File: src/rtl/serv_mtimer.sv
// RISC-V machine timer (mtime/mtimecmp) behind a single-beat Wishbone-style port.
// Define SERV_MTIMER_PRESCALER_EN to add a 16-bit tick prescaler at adr 4.
module serv_mtimer #(
   parameter RESET_STRATEGY = "MINI"
) (
   input  logic        i_clk,
   input  logic        i_rst,
   input  logic        i_wb_cyc,
   input  logic        i_wb_we,
   input  logic [2:0]  i_wb_adr,
   input  logic [31:0] i_wb_dat,
   input  logic [3:0]  i_wb_sel,
   output logic [31:0] o_wb_rdt,
   output logic        o_wb_ack,
   output logic        o_irq
);

   localparam logic RESET_ALL = (RESET_STRATEGY != "NONE");

   logic        ack_reg;
   logic        irq_reg;
   logic [31:0] rdt_reg;
   logic [31:0] rdt_next;
   logic [31:0] rd_data;
   logic [63:0] mtime_reg;
   logic [63:0] mtime_next;
   logic [63:0] mtimecmp_reg;
   logic [63:0] mtimecmp_next;
   logic [31:0] wmask;
   logic        accept;
   logic        wr_en;
   logic        tick;

   genvar gi;
   generate
      for (gi = 0; gi < 4; gi++) begin : g_wmask
         assign wmask[gi*8 +: 8] = {8{i_wb_sel[gi]}};
      end
   endgenerate

   // The ack cycle and reset both block acceptance.
   assign accept = i_wb_cyc & ~ack_reg & ~i_rst;
   assign wr_en  = accept & i_wb_we;

`ifdef SERV_MTIMER_PRESCALER_EN
   logic [15:0] presc_reg;
   logic [15:0] presc_next;
   logic [15:0] pcnt_reg;
   logic [15:0] pcnt_next;
   logic        presc_wr;

   assign presc_wr = wr_en & (i_wb_adr == 3'd4);
   assign tick     = (pcnt_reg == presc_reg);

   always_comb begin
      presc_next = presc_reg;
      pcnt_next  = tick ? 16'd0 : pcnt_reg + 16'd1;
      if (presc_wr) begin
         presc_next = (presc_reg & ~wmask[15:0]) | (i_wb_dat[15:0] & wmask[15:0]);
         pcnt_next  = 16'd0;
      end
   end

   always_ff @(posedge i_clk) begin
      if (i_rst && RESET_ALL) begin
         presc_reg <= 16'd0;
         pcnt_reg  <= 16'd0;
      end else begin
         presc_reg <= presc_next;
         pcnt_reg  <= pcnt_next;
      end
   end
`else
   assign tick = 1'b1;
`endif

   always_comb begin
      rd_data = 32'd0;
      case (i_wb_adr)
         3'd0:    rd_data = mtime_reg[31:0];
         3'd1:    rd_data = mtime_reg[63:32];
         3'd2:    rd_data = mtimecmp_reg[31:0];
         3'd3:    rd_data = mtimecmp_reg[63:32];
`ifdef SERV_MTIMER_PRESCALER_EN
         3'd4:    rd_data = {16'd0, presc_reg};
`endif
         default: rd_data = 32'd0;
      endcase
   end

   // accept is low during reset, so rdt clears itself there under either strategy.
   assign rdt_next = (accept & ~i_wb_we) ? rd_data : 32'd0;

   always_comb begin
      mtime_next    = mtime_reg + {63'd0, tick};
      mtimecmp_next = mtimecmp_reg;
      if (wr_en) begin
         case (i_wb_adr)
            3'd0: mtime_next = {mtime_reg[63:32],
                                (mtime_reg[31:0] & ~wmask) | (i_wb_dat & wmask)};
            3'd1: mtime_next = {(mtime_reg[63:32] & ~wmask) | (i_wb_dat & wmask),
                                mtime_reg[31:0]};
            3'd2: mtimecmp_next = {mtimecmp_reg[63:32],
                                   (mtimecmp_reg[31:0] & ~wmask) | (i_wb_dat & wmask)};
            3'd3: mtimecmp_next = {(mtimecmp_reg[63:32] & ~wmask) | (i_wb_dat & wmask),
                                   mtimecmp_reg[31:0]};
            default: ;
         endcase
      end
   end

   always_ff @(posedge i_clk) begin
      rdt_reg <= rdt_next;
      if (i_rst) begin
         ack_reg <= 1'b0;
         irq_reg <= 1'b0;
      end else begin
         ack_reg <= accept;
         irq_reg <= (mtime_reg >= mtimecmp_reg);
      end
      if (i_rst && RESET_ALL) begin
         mtime_reg    <= 64'd0;
         mtimecmp_reg <= {64{1'b1}};
      end else begin
         mtime_reg    <= mtime_next;
         mtimecmp_reg <= mtimecmp_next;
      end
   end

   assign o_wb_ack = ack_reg;
   assign o_wb_rdt = rdt_reg;
   assign o_irq    = irq_reg;

endmodule

File: config.mk
export PLATFORM = sky130hd
export DESIGN_NAME = serv_mtimer
export DESIGN_NICKNAME = d
export VERILOG_FILES = /design/src/rtl/serv_mtimer.sv
export SDC_FILE = /design/constraint.sdc
export NUM_CORES = 1
export LEC_CHECK = 0
export ABC_AREA = 1
export CORE_AREA = 2 2 166 168
export DETAILED_ROUTE_END_ITERATION = 8
export DIE_AREA = 0 0 168 170
export PLACE_DENSITY = 0.67
export SYNTH_ARGS = -nofsm -noshare
export SYNTH_HDL_FRONTEND = slang
export SYNTH_SLANG_ARGS = --single-unit
File: constraint.sdc
create_clock -name i_clk -period 2.05 [get_ports i_clk]
set_input_delay 0.5125 -clock i_clk [delete_from_list [all_inputs] [get_ports i_clk]]
set_output_delay 0.5125 -clock i_clk [all_outputs]
set_load 0.01 [all_outputs]
==> metrics.md, run 1 <==
| Metric | Value |
|---|---|
| Status | complete, no violations |
| Synth top area share | 30.7% |
| Pleak | 6.42 nW |
| Clk_lat worst skew | 0.45 ns |
| DRC | 0 |
| # diodes | 0 |
| Most used DFF post-synth | dfxtp_1 |
| Fin util | 53.4% |
| Syn_area_per_cell | 6.79 um2 |
| Power per cell area | 530 nW/um2 |
| Synth area leaders | dfxtp_1 31%, nand2_1 8.7%, ha_1 7.7% |
| Root buffer cell | clkbuf_16 |
| Area leader, netlist | dfxtp_1 |
| FP Rows | 60 |
| Layout cells sized above 1 | around 20% |
| Crit path required time | 2.39 ns |
| Logic pwr share | 9.9% |
| Synth Register Bits | 162 |
| Peak VDD IR | 0.422 mV |
| Post-route antenna net violation count | 0 |
| Worst Path Arrival | 2.38 ns |
| H-tree depth | 4 |
| Met2 usage | 49.0% |
| Setup ws final | 0.0136 ns |
| Final wirelength | 43.2 mm |
| GR Util met1 | 41.4% |
| Most frequent cells in the layout | 238 x nand2_1, 222 x buf_4, 196 x inv_1 |
| Max_slew headroom | 55.5% |
| Number of global-route vias before repair | 11847 |
| Async SR Flop Fraction | 0% |
| Most common cell after layout, fill and taps aside | nand2_1 |
| Setup WS pre-CTS | -0.347 ns |
| Drt wl/cell | 19.9 um |
| Initial Util | 39.7% |
| Die H | between 150 and 200 um |
| Reg2Reg Setup Slack | 0.01 ns |
| Maxcap violations | 0 |
| Busiest layer in global routing | met2 |
| Slew Viols, Final | 0 |
| CP startpoint kind | flip-flop |
| Boundary pin count | 77 |
| Detailed-router iteration count before antenna repair | 8 |
| Met3 Resource Use GR | approximately 4.8% |
| Syn nets | 1666 |
| Synth Instances | roughly 1600 |
| Worst-case clock buffer depth | 2 |
| Number of enable flip-flop cells after synthesis | 0 |
| Congestion Overflow GR | 0 |
| Critical path cell sequence | inv_1 -> ha_1 -> buf_4 -> a21oi_1 -> o21ai_0 -> a21oi_2 -> nand2_1 -> a21oi_1 -> nand3_2 -> nand2_1 -> inv_1 |
| Clk slew on worst S/H paths | about 0.070 ns |
| Count of final setup violators | 0 |
| Port bufs | 76 |
| Critical path fanouts, max | 2 |
| Clock sinks | 162 |
| Total power | 7.54 mW |
| Fin crit share | 99.3% |
| P_sw | 1.93 mW |
| Post-synthesis sequential area ratio | between 30 and 40% |
| Layout area overhead | 34.7% |
| Mapped Area | about 11000 um2 |
| Yosys Warn Count | 0 |
| Starting DRT DRC Count | 1377 |
| Final Hold Fails | 0 |
| TritonCTS buffer count | 17 |
| Routability cong. | 1.02 |
| CTS tree | yes |
| Drt via density | 5.68 |
| Type of the worst setup path | flip-flop to flip-flop |
| Crit path max-delay cell type | dfxtp_1 |
| CP peak stage delay | a little over 0.3 ns |
| Part of the power in registers | a little over two fifths |
| Nets | between 1500 and 2000 |
| Switching part of the total power | 25.6% |
| Die X | roughly 170 um |
| Hold WC Path Type | input port to flip-flop |
| Post-synthesis cell type count | 49 |
| Hold_buf cts | 0 |
| Final clock skew | about 0.012 ns |
| Initial antenna violation count | 0 |
| Max Fclk | 491 MHz |
| Critical Path Sink Type | flip-flop |
| Post-DP HPWL | 33.4 mm |
| RSZ-0062 raised after global routing | true |
| First-pass GRT wire length | 66.9 mm |
| Worst-Margin Slew | about 0.67 ns |
| Tot GR Track Use | just over 30% |
| Vias post-DR | approximately 12000 |
| Post-layout min period | 2.04 ns |
| Largest net degree at the start of global routing | 55 |
| Power Internal | 5.61 mW |
| Total die area | roughly 29000 um2 |
| CORE AREA | between 20000 and 30000 um2 |
| Clk pwr share | 47.4% |
-- cell families (layout without fill, tap and decap cells) --
kind of cell / Yosys count / after routing / share of synthesized area [%]
XOR/XNOR: 18 / 18 / 1.49
AO/OA/AOI/OAI: 424 / 424 / 24.2
AND/OR/NAND/NOR: 610 / 610 / 25.6
flip-flops: 162 / 162 / 30.7
adder cells (fa/ha/maj): 65 / 65 / 7.69
buffers and inverters: 279 / 553 / 10.3
-- final timing paths --
| check | start | end | cells past startpoint |
|---|---|---|---|
| setup / recovery | mtimecmp_reg[59]$_SDFFE_PP1P_ | o_irq$_SDFF_PP0_ | 11 |
| hold / removal | i_rst | o_wb_ack$_SDFF_PP0_ | 4 |
| setup reg to reg | mtimecmp_reg[59]$_SDFFE_PP1P_ | o_irq$_SDFF_PP0_ | 11 |
| hold reg to reg | mtimecmp_reg[6]$_SDFFE_PP1P_ | mtimecmp_reg[6]$_SDFFE_PP1P_ | 2 |
-- critical path, delay by kind of cell, from the launching register on --
kind	cells	cell delay, ns
flops	1	0.31
buf+inv	3	0.25
fa+ha+maj	1	0.29
simple gates	3	0.40
compound gates	4	0.68
-- area by class of cell --
cell class,instances,area (um2)
tap,341,427
clock buffer,19,453
clock inverter,11,178
timing repair buffer,315,2750
sequential,162,3260
inverter,208,782
multi-input combinational,1117,6390
fill,2644,12400
-- cell usage after synthesis, drive strengths merged (26+ instances only) --
master,count
nand2,249
a22oi,26
nor3,27
a21oi,121
or2,30
nand3,82
o21ai,153
a221oi,32
inv,205
ha,65
nor2,195
clkbuf,47
dfxtp,162
o22ai,39
-- through the flow --
stage               instances  hold slack (ns)  instance area [um2]  TNS, ns
floorplan                1558            0.437                10600        0
CTS                      2172            0.459                14100        0
global route             2173            0.464                14200  -0.0497
global placement         2142            0.447                13400   -26.84
detailed placement       2142            0.451                13400   -30.10
finish                   2173            0.435                14200        0
-- power by group through the flow --
stage	clock, mW	sequential, mW	combinational [mW]
floorplan	0	3.29	0.327
global placement	0	3.28	0.718
detailed placement	0	3.28	0.724
CTS	3.59	3.21	0.728
global route	3.73	3.22	0.798
finish	3.58	3.22	0.749
-- repair_timing --
action / 4_1_cts / 5_1_grt
setup endpoints to repair: 9 / 38
pin swaps: 0 / 11
gates resized for setup: 6 / 48
buffers inserted: 0 / 1
-- metal layers --
| metal | part of all wire (%) | vias up |
|---|---|---|
| met1 | 45 | 5830 |
| met3 | 8.4 | 62 |
| met5 | 0 | - |
| met2 | 45 | 637 |
| li1 | - | 5816 |
| met4 | 2.5 | 0 |
Note: power is estimated with default switching activity, not from simulation.
==> run 2: changes to the inputs <==
--- a/config.mk
+++ b/config.mk
@@ -7,9 +7,12 @@
 export LEC_CHECK = 0
 export ABC_AREA = 1
 export CORE_AREA = 2 2 166 168
+export CTS_CLUSTER_DIAMETER = 60
 export DETAILED_ROUTE_END_ITERATION = 8
 export DIE_AREA = 0 0 168 170
+export GPL_ROUTABILITY_DRIVEN = 0
 export PLACE_DENSITY = 0.67
+export SLEW_MARGIN = 40
 export SYNTH_ARGS = -nofsm -noshare
 export SYNTH_HDL_FRONTEND = slang
 export SYNTH_SLANG_ARGS = --single-unit
==> metrics.md, run 2 (synthesized netlist as in run 1, its figures left out) <==
| Metric | Value |
|---|---|
| Status | complete, no violations |
| Number of global-route vias before repair | 11854 (+0.059%) |
| Final Hold Fails | 0 (unchanged) |
| TritonCTS buffer count | 17 (unchanged) |
| Fin crit share | 97.6% (-1.7 points) |
| Largest net degree at the start of global routing | 76 (+38%) |
| Starting DRT DRC Count | 1741 (+26%) |
| Hold Path Stages | 2 (-2) |
| Tot GR Track Use | 28.7% (-1.6 points) |
| Reg2reg path depth | 11 (unchanged) |
| Critical path fanouts, max | 4 (+2) |
| Total die area | 28600 um2 (unchanged) |
| Critical Path Sink Type | flip-flop |
| Crit-path leading delay family | simple AND/OR/NAND/NOR gates |
| FP Rows | 60 (unchanged) |
| Layout cells sized above 1 | 18.8% (-1.7 points) |
| Worst-case clock buffer depth | 2 (unchanged) |
| Port bufs | 76 (unchanged) |
| Pleak | 6.23 nW (-2.9%) |
| Layout area overhead | 32.0% |
| Most frequent cells in the layout | 239 x nand2_1, 195 x inv_1, 187 x buf_4 |
| Reg2Reg Setup Slack | 0.05 ns (+0.04 ns) |
| Critical path cell sequence | ha_2 -> nand2_2 -> nor2_4 -> nand2_2 -> nor2_4 -> nand2_1 -> buf_4 -> nor2_1 -> nand3_1 -> o21ai_0 -> a21oi_1 |
| Crit path max-delay cell type | dfxtp_1 |
| Maxcap violations | 0 (unchanged) |
| CORE AREA | 26700 um2 (unchanged) |
| Drt wl/cell | 19.4 um (-2.3%) |
| Worst Hold Launch | mtimecmp_reg[3]$_SDFFE_PP1P_ |
| Nets | 1892 (-1.9%) |
| First-pass GRT wire length | 64.1 mm (-4.2%) |
| Finished Layout Cells | 2139 (-1.6%) |
| Crit path required time | 2.37 ns (-0.02 ns) |
| Initial Util | 39.7% (unchanged) |
| DRC | 0 (unchanged) |
| Max_slew headroom | 55.5% (-0.091 points) |
| Final clock skew | 0.0120 ns (+0.000419 ns) |
| Post-route antenna net violation count | 0 (unchanged) |
| Hold Slack | 0.463 ns (+0.0277 ns) |
| WP buf/inv | 1 (-2) |
| CP startpoint kind | flip-flop |
| Power per cell area | 544 nW/um2 (+2.8%) |
| Worst flop-to-flop path startpoint | mtime_reg[0]$_SDFFE_PP0P_ |
| Most common cell after layout, fill and taps aside | nand2_1 |
| Worst Path Arrival | 2.32 ns (-0.06 ns) |
| Clock sinks | 162 (unchanged) |
| Post-layout min period | 2.00 ns (-0.0358 ns) |
| Initial antenna violation count | 0 (unchanged) |
| Final wirelength | 41.5 mm (-3.9%) |
| Hold WC Path Type | flip-flop to flip-flop |
| FF+latch area | 3260 um2 (+0.12%) |
| Fin util | 52.4% (-1.1 points) |
| Worst-Margin Slew | 0.668 ns (+0.00136 ns) |
| Type of the worst setup path | flip-flop to flip-flop |
| Placed Cells | 2095 (-2.2%) |
| Congestion Overflow GR | 0 (unchanged) |
| Max Fclk | 500 MHz (+1.8%) |
| Peak VDD IR | 0.474 mV (+12%) |
| Die H | 170 um (unchanged) |
| Die X | 168 um (unchanged) |
| RSZ-0062 raised after global routing | true |
| Drt via density | 5.76 (+1.5%) |
| Area of the multi-input gates | 6380 um2 (-0.14%) |
| H-tree depth | 4 (unchanged) |
| Boundary pin count | 77 (unchanged) |
| Post-DP HPWL | 31.0 mm (-7.2%) |
| Setup WS pre-CTS | -0.370 ns (-0.0235 ns) |
| Post-DP Area | 13100 um2 (-2.9%) |
| Setup ws final | 0.0494 ns (+0.0358 ns) |
| Root buffer cell | clkbuf_16 |
| CP peak stage delay | 0.34 ns (+0.03 ns) |
| Clk_lat worst skew | 0.44 ns (about the same) |
| CTS tree | yes |
| Clk slew on worst S/H paths | 0.07 ns (about the same) |
| Endpoint, Worst Hold | mtimecmp_reg[3]$_SDFFE_PP1P_ |
| Count of final setup violators | 0 (unchanged) |
| Slew Viols, Final | 0 (unchanged) |
| Detailed-router iteration count before antenna repair | 7 (-1) |
| Critical R2R Capture | mtime_reg[24]$_SDFFE_PP0P_ |
| Vias post-DR | 12330 (-0.12%) |
| Final Cell Area | 14000 um2 (-2.0%) |
| FILL cells | 2513 (-5.0%) |
run 2: what timing repair did:
item                                    CTS  global route
setup buffers                             2             9
cloned                                    0             0
pin swaps                                 1            13
endpoints found under the setup margin    5            35
hold buffers                              0             0
resized for setup                         3            50
run 2: report_power, final:
group | total (mW) | switching, mW | internal [mW]
registers | 3.22 | 0.0345 | 3.18
logic | 0.738 | 0.427 | 0.311
clock network | 3.64 | 1.41 | 2.24
run 2: routing by layer:
| layer | up-vias | wire [um] | global-route usage [%] |
|---|---|---|---|
| li1 | 5756 | - | - |
| met1 | 5644 | 16800 | 36.6 |
| met2 | 796 | 18500 | 46.5 |
| met3 | 134 | 4420 | 6.42 |
| met4 | 0 | 1780 | 13.2 |
| met5 | - | 0 | 0 |
run 2: metrics by stage:
step | total power, mW | TNS (ns)
finish | 7.60 | 0
CTS | 7.59 | 0
global placement | 3.98 | -28.97
detailed placement | 3.99 | -32.78
global route | 7.82 | -0.286
floorplan | 3.62 | 0
run 2: worst max path at each step:
stage,start,endpoint,slack (ns),depth (start not counted)
2_1_floorplan,i_rst,mtimecmp_reg[46]$_SDFFE_PP1P_,0.18,9
3_3_place_gp,i_wb_adr[0],mtime_reg[0]$_SDFFE_PP0P_,-0.35,9
3_5_place_dp,i_wb_adr[0],mtime_reg[0]$_SDFFE_PP0P_,-0.37,9
4_1_cts,mtime_reg[0]$_SDFFE_PP0P_,mtime_reg[53]$_SDFFE_PP0P_,0.02,11
5_1_grt,mtime_reg[26]$_SDFFE_PP0P_,mtime_reg[45]$_SDFFE_PP0P_,-0.07,9
6_report,mtime_reg[0]$_SDFFE_PP0P_,mtime_reg[24]$_SDFFE_PP0P_,0.05,11
run 2: layout make-up:
| type | instances | share of cell area, % |
|---|---|---|
| well taps | 341 | 3.06 |
| flip-flops and latches | 162 | 23.4 |
| repair buffers | 278 | 17.5 |
| clock inverters | 11 | 1.44 |
| diodes | 2 | 0.0358 |
| clock buffers | 20 | 3.27 |
| multi-input cells | 1117 | 45.7 |
| inverters | 208 | 5.63 |
run 2: tightest hold or removal path, cell delays in order, from the launching register on:
cell and delay (ns):
dfxtp_1 0.33, o21ai_1 0.07, nand2_1 0.04
==> run 3: changes to the inputs <==
--- a/config.mk
+++ b/config.mk
@@ -7,7 +7,7 @@
 export LEC_CHECK = 0
 export ABC_AREA = 1
 export CORE_AREA = 2 2 166 168
-export CTS_CLUSTER_DIAMETER = 60
+export CTS_CLUSTER_DIAMETER = 80
 export DETAILED_ROUTE_END_ITERATION = 8
 export DIE_AREA = 0 0 168 170
 export GPL_ROUTABILITY_DRIVEN = 0
==> results of run 3 <==
Final layout, timing and power as in run 2 (identical DEF).
